===== src/rtl/pipe_latch_skid_if.sv =====
// ---------------------------------------------------------------------------
// pipe_latch_skid_if
// Handshake bundle for one pipeline latch stage: upstream beat in, downstream
// beat out.
//   in_valid / in_ready        upstream handshake
//   in_data / in_overflow      NUM_FIELDS*DATA_W packed fields + sideband flag
//   out_valid / out_ready      downstream handshake
//   out_data / out_overflow    registered fields + sideband flag
// Modports:
//   slave  - the latch stage itself (consumes in_*, produces out_*)
//   master - the environment around it (drives in_*, consumes out_*)
// ---------------------------------------------------------------------------
`timescale 1ns/1ps
interface pipe_latch_skid_if #(
   parameter int DATA_W     = 32,
   parameter int NUM_FIELDS = 3
);
   localparam int W = DATA_W * NUM_FIELDS;

   logic         in_valid;
   logic         in_ready;
   logic [W-1:0] in_data;
   logic         in_overflow;
   logic         out_valid;
   logic         out_ready;
   logic [W-1:0] out_data;
   logic         out_overflow;

   modport slave (
      input  in_valid, in_data, in_overflow, out_ready,
      output in_ready, out_valid, out_data, out_overflow
   );

   modport master (
      output in_valid, in_data, in_overflow, out_ready,
      input  in_ready, out_valid, out_data, out_overflow
   );
endinterface


===== src/rtl/pipe_latch_skid.sv =====
// ---------------------------------------------------------------------------
// pipe_latch_skid
// Pipeline latch stage with a two-entry (main + skid) buffer. All state is
// updated on the FALLING edge of clk. in_ready is decoded purely from
// registered state, so there is no combinational path out_ready -> in_ready;
// the skid entry absorbs the one beat that arrives while the stage discovers
// a downstream stall.
//
// Ports:
//   clk          stage clock (falling-edge active)
//   clr          synchronous active-high reset, highest priority
//   flush        synchronous squash; main IR <- NOP_IR, rest cleared
//   bus          pipe_latch_skid_if.slave (in_*/out_* handshake and data)
//   stall_count  16-bit saturating stall counter (only with macro below)
//
// Optional feature: define LATCH_STALL_CNT_EN to add the stall_count output.
// ---------------------------------------------------------------------------
`timescale 1ns/1ps
module pipe_latch_skid #(
   parameter int                DATA_W     = 32,
   parameter int                NUM_FIELDS = 3,
   // value placed in the IR field (field 0) on reset or flush
   parameter logic [DATA_W-1:0] NOP_IR     = '0
) (
   input  logic                   clk,
   input  logic                   clr,
   input  logic                   flush,
   pipe_latch_skid_if.slave       bus
`ifdef LATCH_STALL_CNT_EN
   ,
   output logic [15:0]            stall_count
`endif
);

   localparam int W = DATA_W * NUM_FIELDS;
   // Reset/flush image of the main entry: NOP in the IR field, zeros above.
   localparam logic [W-1:0] RST_WORD = W'(NOP_IR);

   typedef enum logic [1:0] {
      S_EMPTY = 2'd0,
      S_FULL  = 2'd1,
      S_SKID  = 2'd2
   } state_t;

   state_t       state_q;
   logic [W-1:0] main_data_q;
   logic         main_ovf_q;
   logic [W-1:0] skid_data_q;
   logic         skid_ovf_q;
   // Handshake outputs are kept as flops alongside the state so they are
   // glitch-free and independent of out_ready.
   logic         in_ready_q;
   logic         out_valid_q;

   logic         xfer_in;
   logic         xfer_out;

   assign xfer_in  = bus.in_valid && in_ready_q;
   assign xfer_out = out_valid_q  && bus.out_ready;

   // ------------------------------------------------------------------------
   // Stage FSM and storage
   // ------------------------------------------------------------------------
   always_ff @(negedge clk) begin
      if (clr) begin
         state_q     <= S_EMPTY;
         in_ready_q  <= 1'b1;
         out_valid_q <= 1'b0;
         main_data_q <= RST_WORD;
         main_ovf_q  <= 1'b0;
         skid_data_q <= '0;
         skid_ovf_q  <= 1'b0;
      end else if (flush) begin
         // Squash both entries; any beat offered on this edge is dropped
         // because no load path is taken.
         state_q     <= S_EMPTY;
         in_ready_q  <= 1'b1;
         out_valid_q <= 1'b0;
         main_data_q <= RST_WORD;
         main_ovf_q  <= 1'b0;
         skid_data_q <= '0;
         skid_ovf_q  <= 1'b0;
      end else begin
         case (state_q)
            S_EMPTY: begin
               if (xfer_in) begin
                  main_data_q <= bus.in_data;
                  main_ovf_q  <= bus.in_overflow;
                  state_q     <= S_FULL;
                  out_valid_q <= 1'b1;
                  in_ready_q  <= 1'b1;
               end
            end
            S_FULL: begin
               if (xfer_in && xfer_out) begin
                  // pass-through: replace the departing beat
                  main_data_q <= bus.in_data;
                  main_ovf_q  <= bus.in_overflow;
               end else if (xfer_in) begin
                  // downstream stalled: park the new beat in skid
                  skid_data_q <= bus.in_data;
                  skid_ovf_q  <= bus.in_overflow;
                  state_q     <= S_SKID;
                  in_ready_q  <= 1'b0;
               end else if (xfer_out) begin
                  state_q     <= S_EMPTY;
                  out_valid_q <= 1'b0;
               end
            end
            S_SKID: begin
               // in_ready is low here, so only the drain path exists
               if (xfer_out) begin
                  main_data_q <= skid_data_q;
                  main_ovf_q  <= skid_ovf_q;
                  state_q     <= S_FULL;
                  in_ready_q  <= 1'b1;
               end
            end
            default: begin
               state_q     <= S_EMPTY;
               in_ready_q  <= 1'b1;
               out_valid_q <= 1'b0;
            end
         endcase
      end
   end

   assign bus.in_ready     = in_ready_q;
   assign bus.out_valid    = out_valid_q;
   assign bus.out_data     = main_data_q;
   assign bus.out_overflow = main_ovf_q;

`ifdef LATCH_STALL_CNT_EN
   // ------------------------------------------------------------------------
   // Downstream stall counter: counts edges with a presented but unaccepted
   // beat. Saturates; only clr clears it so flushes do not lose history.
   // ------------------------------------------------------------------------
   logic [15:0] stall_cnt_q;
   logic [15:0] stall_cnt_d;

   always_comb begin
      stall_cnt_d = stall_cnt_q;
      if (out_valid_q && !bus.out_ready && (stall_cnt_q != 16'hFFFF))
         stall_cnt_d = stall_cnt_q + 16'd1;
   end

   always_ff @(negedge clk) begin
      if (clr) stall_cnt_q <= '0;
      else     stall_cnt_q <= stall_cnt_d;
   end

   assign stall_count = stall_cnt_q;
`endif

endmodule


===== src/flat_wrapper.sv =====
// flat-port wrapper written by rule: the top's interface ports become plain ports
module pipe_latch_skid_flat 
#(
   parameter int                DATA_W     = 32,
   parameter int                NUM_FIELDS = 3,
                                                              
   parameter logic [DATA_W-1:0] NOP_IR     = '0
)
  (clk, clr, flush, bus_in_valid, bus_in_data, bus_in_overflow, bus_out_ready, bus_in_ready, bus_out_valid, bus_out_data, bus_out_overflow);
  pipe_latch_skid_if #(.DATA_W(DATA_W), .NUM_FIELDS(NUM_FIELDS)) bus_i ();
  input  logic clk;
  input  logic clr;
  input  logic flush;
  input wire logic [$bits(bus_i.in_valid)-1:0] bus_in_valid;
  input wire logic [$bits(bus_i.in_data)-1:0] bus_in_data;
  input wire logic [$bits(bus_i.in_overflow)-1:0] bus_in_overflow;
  input wire logic [$bits(bus_i.out_ready)-1:0] bus_out_ready;
  output wire logic [$bits(bus_i.in_ready)-1:0] bus_in_ready;
  output wire logic [$bits(bus_i.out_valid)-1:0] bus_out_valid;
  output wire logic [$bits(bus_i.out_data)-1:0] bus_out_data;
  output wire logic [$bits(bus_i.out_overflow)-1:0] bus_out_overflow;
  assign bus_i.in_valid = bus_in_valid;
  assign bus_i.in_data = bus_in_data;
  assign bus_i.in_overflow = bus_in_overflow;
  assign bus_i.out_ready = bus_out_ready;
  assign bus_in_ready = bus_i.in_ready;
  assign bus_out_valid = bus_i.out_valid;
  assign bus_out_data = bus_i.out_data;
  assign bus_out_overflow = bus_i.out_overflow;
  pipe_latch_skid #(.DATA_W(DATA_W), .NUM_FIELDS(NUM_FIELDS), .NOP_IR(NOP_IR)) u_core (.clk(clk), .clr(clr), .flush(flush), .bus(bus_i));
endmodule

===== config.mk =====
export PLATFORM = sky130hd
export DESIGN_NAME = pipe_latch_skid_flat
export DESIGN_NICKNAME = d
export VERILOG_FILES = /design/src/rtl/pipe_latch_skid_if.sv /design/src/rtl/pipe_latch_skid.sv /design/src/flat_wrapper.sv
export SDC_FILE = /design/constraint.sdc
export NUM_CORES = 1
export LEC_CHECK = 0
export BUFFER_PORTS_ARGS = -buffer_cell sky130_fd_sc_hd__buf_2
export CAP_MARGIN = 20
export CORE_MARGIN = 4
export CORE_UTILIZATION = 34
export DETAILED_ROUTE_END_ITERATION = 8
export PLACE_DENSITY = 0.56
export SYNTH_ARGS = -nofsm -noshare
export SYNTH_HDL_FRONTEND = slang
export SYNTH_SLANG_ARGS = --single-unit

===== constraint.sdc =====
create_clock -name clk -period 4.52 [get_ports clk]
set_clock_uncertainty 0.05 [all_clocks]
set_input_delay 1.356 -clock clk [delete_from_list [all_inputs] [get_ports clk]]
set_output_delay 1.356 -clock clk [all_outputs]
set_load 0.02 [all_outputs]

**After elaboration in Yosys (flattened, before gate mapping)**

Cells that the tools add are included.

- Bits of input ports: 102
- Register bits after elaboration: 198

- Equal/unequal tests: 10
- Muxes and demuxes: 23
- Bitwise operators: 2
- Reductions and logical operators: 11

Operators by type and width:

| operator | count |
|---|---|
| $mux 96 | 3 |
| $pmux 96 s3 | 1 |
| $reduce_and 4->1 | 3 |
| $mux 1 | 10 |
| $mux 2 | 5 |
| $ne 2x1->1 const B | 5 |
| $pmux 1 s3 | 3 |
| $pmux 2 s3 | 1 |
| $reduce_and 5->1 | 1 |
| $ne 2x2->1 const B | 2 |
| $logic_and 1x1->1 | 3 |
| $ne 3x1->1 const B | 1 |
| $reduce_and 3->1 | 1 |
| $reduce_bool 3->1 | 1 |
| $eq 2x1->1 const B | 1 |
| $eq 2x2->1 const B | 1 |
| $logic_not 2->1 | 1 |
| $not 1->1 | 2 |
| $reduce_or 2->1 | 1 |

**Depth between registers and ports, before layout**

- Depth in word-level cells: 5
- Depth in mapped cells: 7
- Depth with buffers taken out: 3

==> impl_metrics.toml <==
[status]
status = "finished, violations left"
failed_checks = "setup timing"

[clock_network]
cts_max_level = 4
clkLatencyLatePin_ns = 0.47
postCtsHoldBufs = 0
path_clk_slew_ns = 0.05
cts.sinks = 198
numCtsBuffers = 17
cts_buffer_depth = 2
cts_tree = "done"
root_buffer = "clkbuf_16"

[worst_setup_path]
worstPathRequired_ns = 3.11
reg2reg_from = "u_core.state_q[1]$_SDFFE_NP0P_"
cp_cell_sequence = "buf_6"
critical_path_class = "flop to primary output"
crit_family = "flip-flops"
critPathBufInv = 1
max_stage_delay_ns = 0.35
cp_slowest_cell = "dfxtp_2"
setup.worst_path.start_class = "flop"
crit_arrival_ns = 3.21
cp-end-kind = "primary output"
crit_start = "u_core.bus.out_data[36]$_SDFFE_NP0P_"
worstPathMaxFanout = 2

[placed_design]
dp_hpwl_um = 16700
io_buffers = 200
gp_congestion = 0.727

[power]
power_density_nw_per_um2 = 366
p_sw_uw = 1590
leakage_uw = 0.00631
p_total_uw = 4840
p_int_uw = 3260
swShare_pct = 32.7
power_frac_clock_pct = 48.7
ir_drop_v = 0.000201
seqPwrFrac_pct = 38.5
p_comb_share_pct = 12.8

[floorplanning]
rows = 58
core_um2 = 25500
start_util_pct = 34.9
die_area_um2 = 28800
pin_count = 201
dieWidth_um = 170
die_h_um = 170

[synthesis]
netlist_top_cells_area = "dfxtp_1, mux2i_1, a2111oi_0, a211oi_1, nand2_1"
synth_cells = 917
avgSynthCellArea_um2 = 9.70
synth_top_cell_by_area = "dfxtp_1"
async_flop_share_pct = 0
synth_cell_type_count = 27
synth_common_cells = "dfxtp_1, nand2_1, mux2i_1"
yosys.cell_count.top_type = "dfxtp_1"
synth_edf_count = 0
yosys_most_used_dff = "dfxtp_1"
synth_top_cell_area_share_pct = 44.6
yosysSeqAreaShare_pct = 44.6
syn_nets = 1019
synth_warnings = 0
mappedNetlistArea_um2 = 8890
yosys_register_bits = 198

[cells_and_area]
diodes = 0
drive_gt1_share_pct = 35.9
nets = 1411
area_delta_synth_final_pct = 48.8
num-fill-cells = 2409

[route]
drt_iter0_markers = 431
wl_um = 27200
drc = 0
avgRoutedWirePerCell_um = 16.5
firstDrtPassIters = 5
dr_total_vias = 8491
avgViaCountPerCell = 5.14
final_antenna_net_count = 0

[grt]
grt_pass1_vias = 8774
antenna_found_initial = 1
grt_max_degree = 62
grt_pass1_wl_um = 43400
grt_overflow = 0
grtUsageTotal_pct = 18.4

[sta]
hold_violations = 0
worst_pin_slew_ns = 0.792
whs_ns = 0.401
relSlewSlack_pct = 47.2
slew_violations = 0
setup_ws_ns = -0.0947
setup_violations = 99
rsz0062_at_grt = "true"

[hold_path]
holdCritStartpoint = "u_core.skid_data_q[19]$_SDFFE_NP0P_"
hp-class = "flop to flop"

[job]
drv_cap = 0
[routing by layer]
layer  vias up  GRT usage [%]  routed length (µm)
met2       210           30.6               13800
met3        30           6.94                1540
li1       4193              -                   -
met4         2           8.65                 384
met5         -              0                   8
met1      4056           21.1               11500
[registers in the layout, indices dropped and copies added, names as in the netlist]
| signal | cells |
|---|---|
| u_core.bus.in_ready | 1 |
| u_core.bus.out_data | 96 |
| u_core.bus.out_overflow | 1 |
| u_core.bus.out_valid | 1 |
| u_core.skid_data_q | 96 |
| u_core.skid_ovf_q | 1 |
| u_core.state_q | 2 |
[cells by family (layout without fill, tap and decap cells)]
kind of cell    after synthesis  after routing  synth area share, %
buf+inv                     112            517                 5.77
flops                       198            198                 44.6
compound gates              206            206                 18.6
simple gates                207            207                 9.20
mux                         194            194                 21.8
[placed cells by master (no fill, tap or decap), types with 2 or more instances in the layout]
master     synthesis  routed
o21ai_0            2       2
inv_1              3     199
clkinv_8           0       3
clkinv_4           0       2
nand2_1          196     196
a2111oi_1          0      18
inv_6              0       2
a211oi_2           0      14
a211oi_1          99      85
dfxtp_2            0      97
bufinv_16          0       3
a2111oi_2          0      34
a21oi_1            3       2
inv_8              0       4
buf_2             29     101
and4_4             0       2
buf_12             0      24
dfxtp_1          198      99
a2111oi_0         97      45
buf_6              5      99
clkbuf_16          0      17
dfxtp_4            0       2
buf_4              5      61
mux2i_1          194     194
[area by class of cell]
class / instances / area (µm²) / share of cell area (%)
timing repair buffer: 285 / 2560 / 19.3
clock inverter: 213 / 967 / 7.31
tap: 330 / 413 / 3.12
clock buffer: 17 / 425 / 3.21
multi-input combinational: 607 / 4770 / 36.0
inverter: 2 / 10.0 / 0.0756
sequential: 198 / 4090 / 30.9
[timing repair]
item | 4_1_cts | 5_1_grt
endpoints found under the setup margin | 99 | 124
setup buffers | 30 | 7
resized for setup | 298 | 40
[worst paths after layout]
check	endpoint	slack, ns	depth (start not counted)
worst max-delay path	bus_out_data[36]	-0.09	1
worst min-delay path	u_core.skid_data_q[19]$_SDFFE_NP0P_	0.40	2
worst max register to register	u_core.bus.out_data[57]$_SDFFE_NP0P_	2.29	4
worst min register to register	u_core.skid_data_q[19]$_SDFFE_NP0P_	0.40	2
[stage by stage]
step	instance area, µm²	std cells	TNS [ns]	util, %	setup slack, ns
2_1_floorplan	9230	917	-49.87	-	-0.341
3_3_place_gp	10700	1385	-69.30	41.9	-0.465
3_5_place_dp	10700	1385	-73.32	41.9	-0.479
4_1_cts	13000	1644	-7.17	51.2	-0.103
5_1_grt	13200	1652	-9.35	52.0	-0.134
6_report	13200	1652	-5.02	52.0	-0.0947
[power groups by stage]
stage	clock [µW]	combinational (µW)	sequential, µW
final	2360	622	1860
after global routing	2650	675	1870
after CTS	2470	608	1860
after detailed placement	266	535	1870
after global placement	266	529	1870
after floorplan	266	274	1920
No activity file was read; power rests on OpenSTA's default activity.
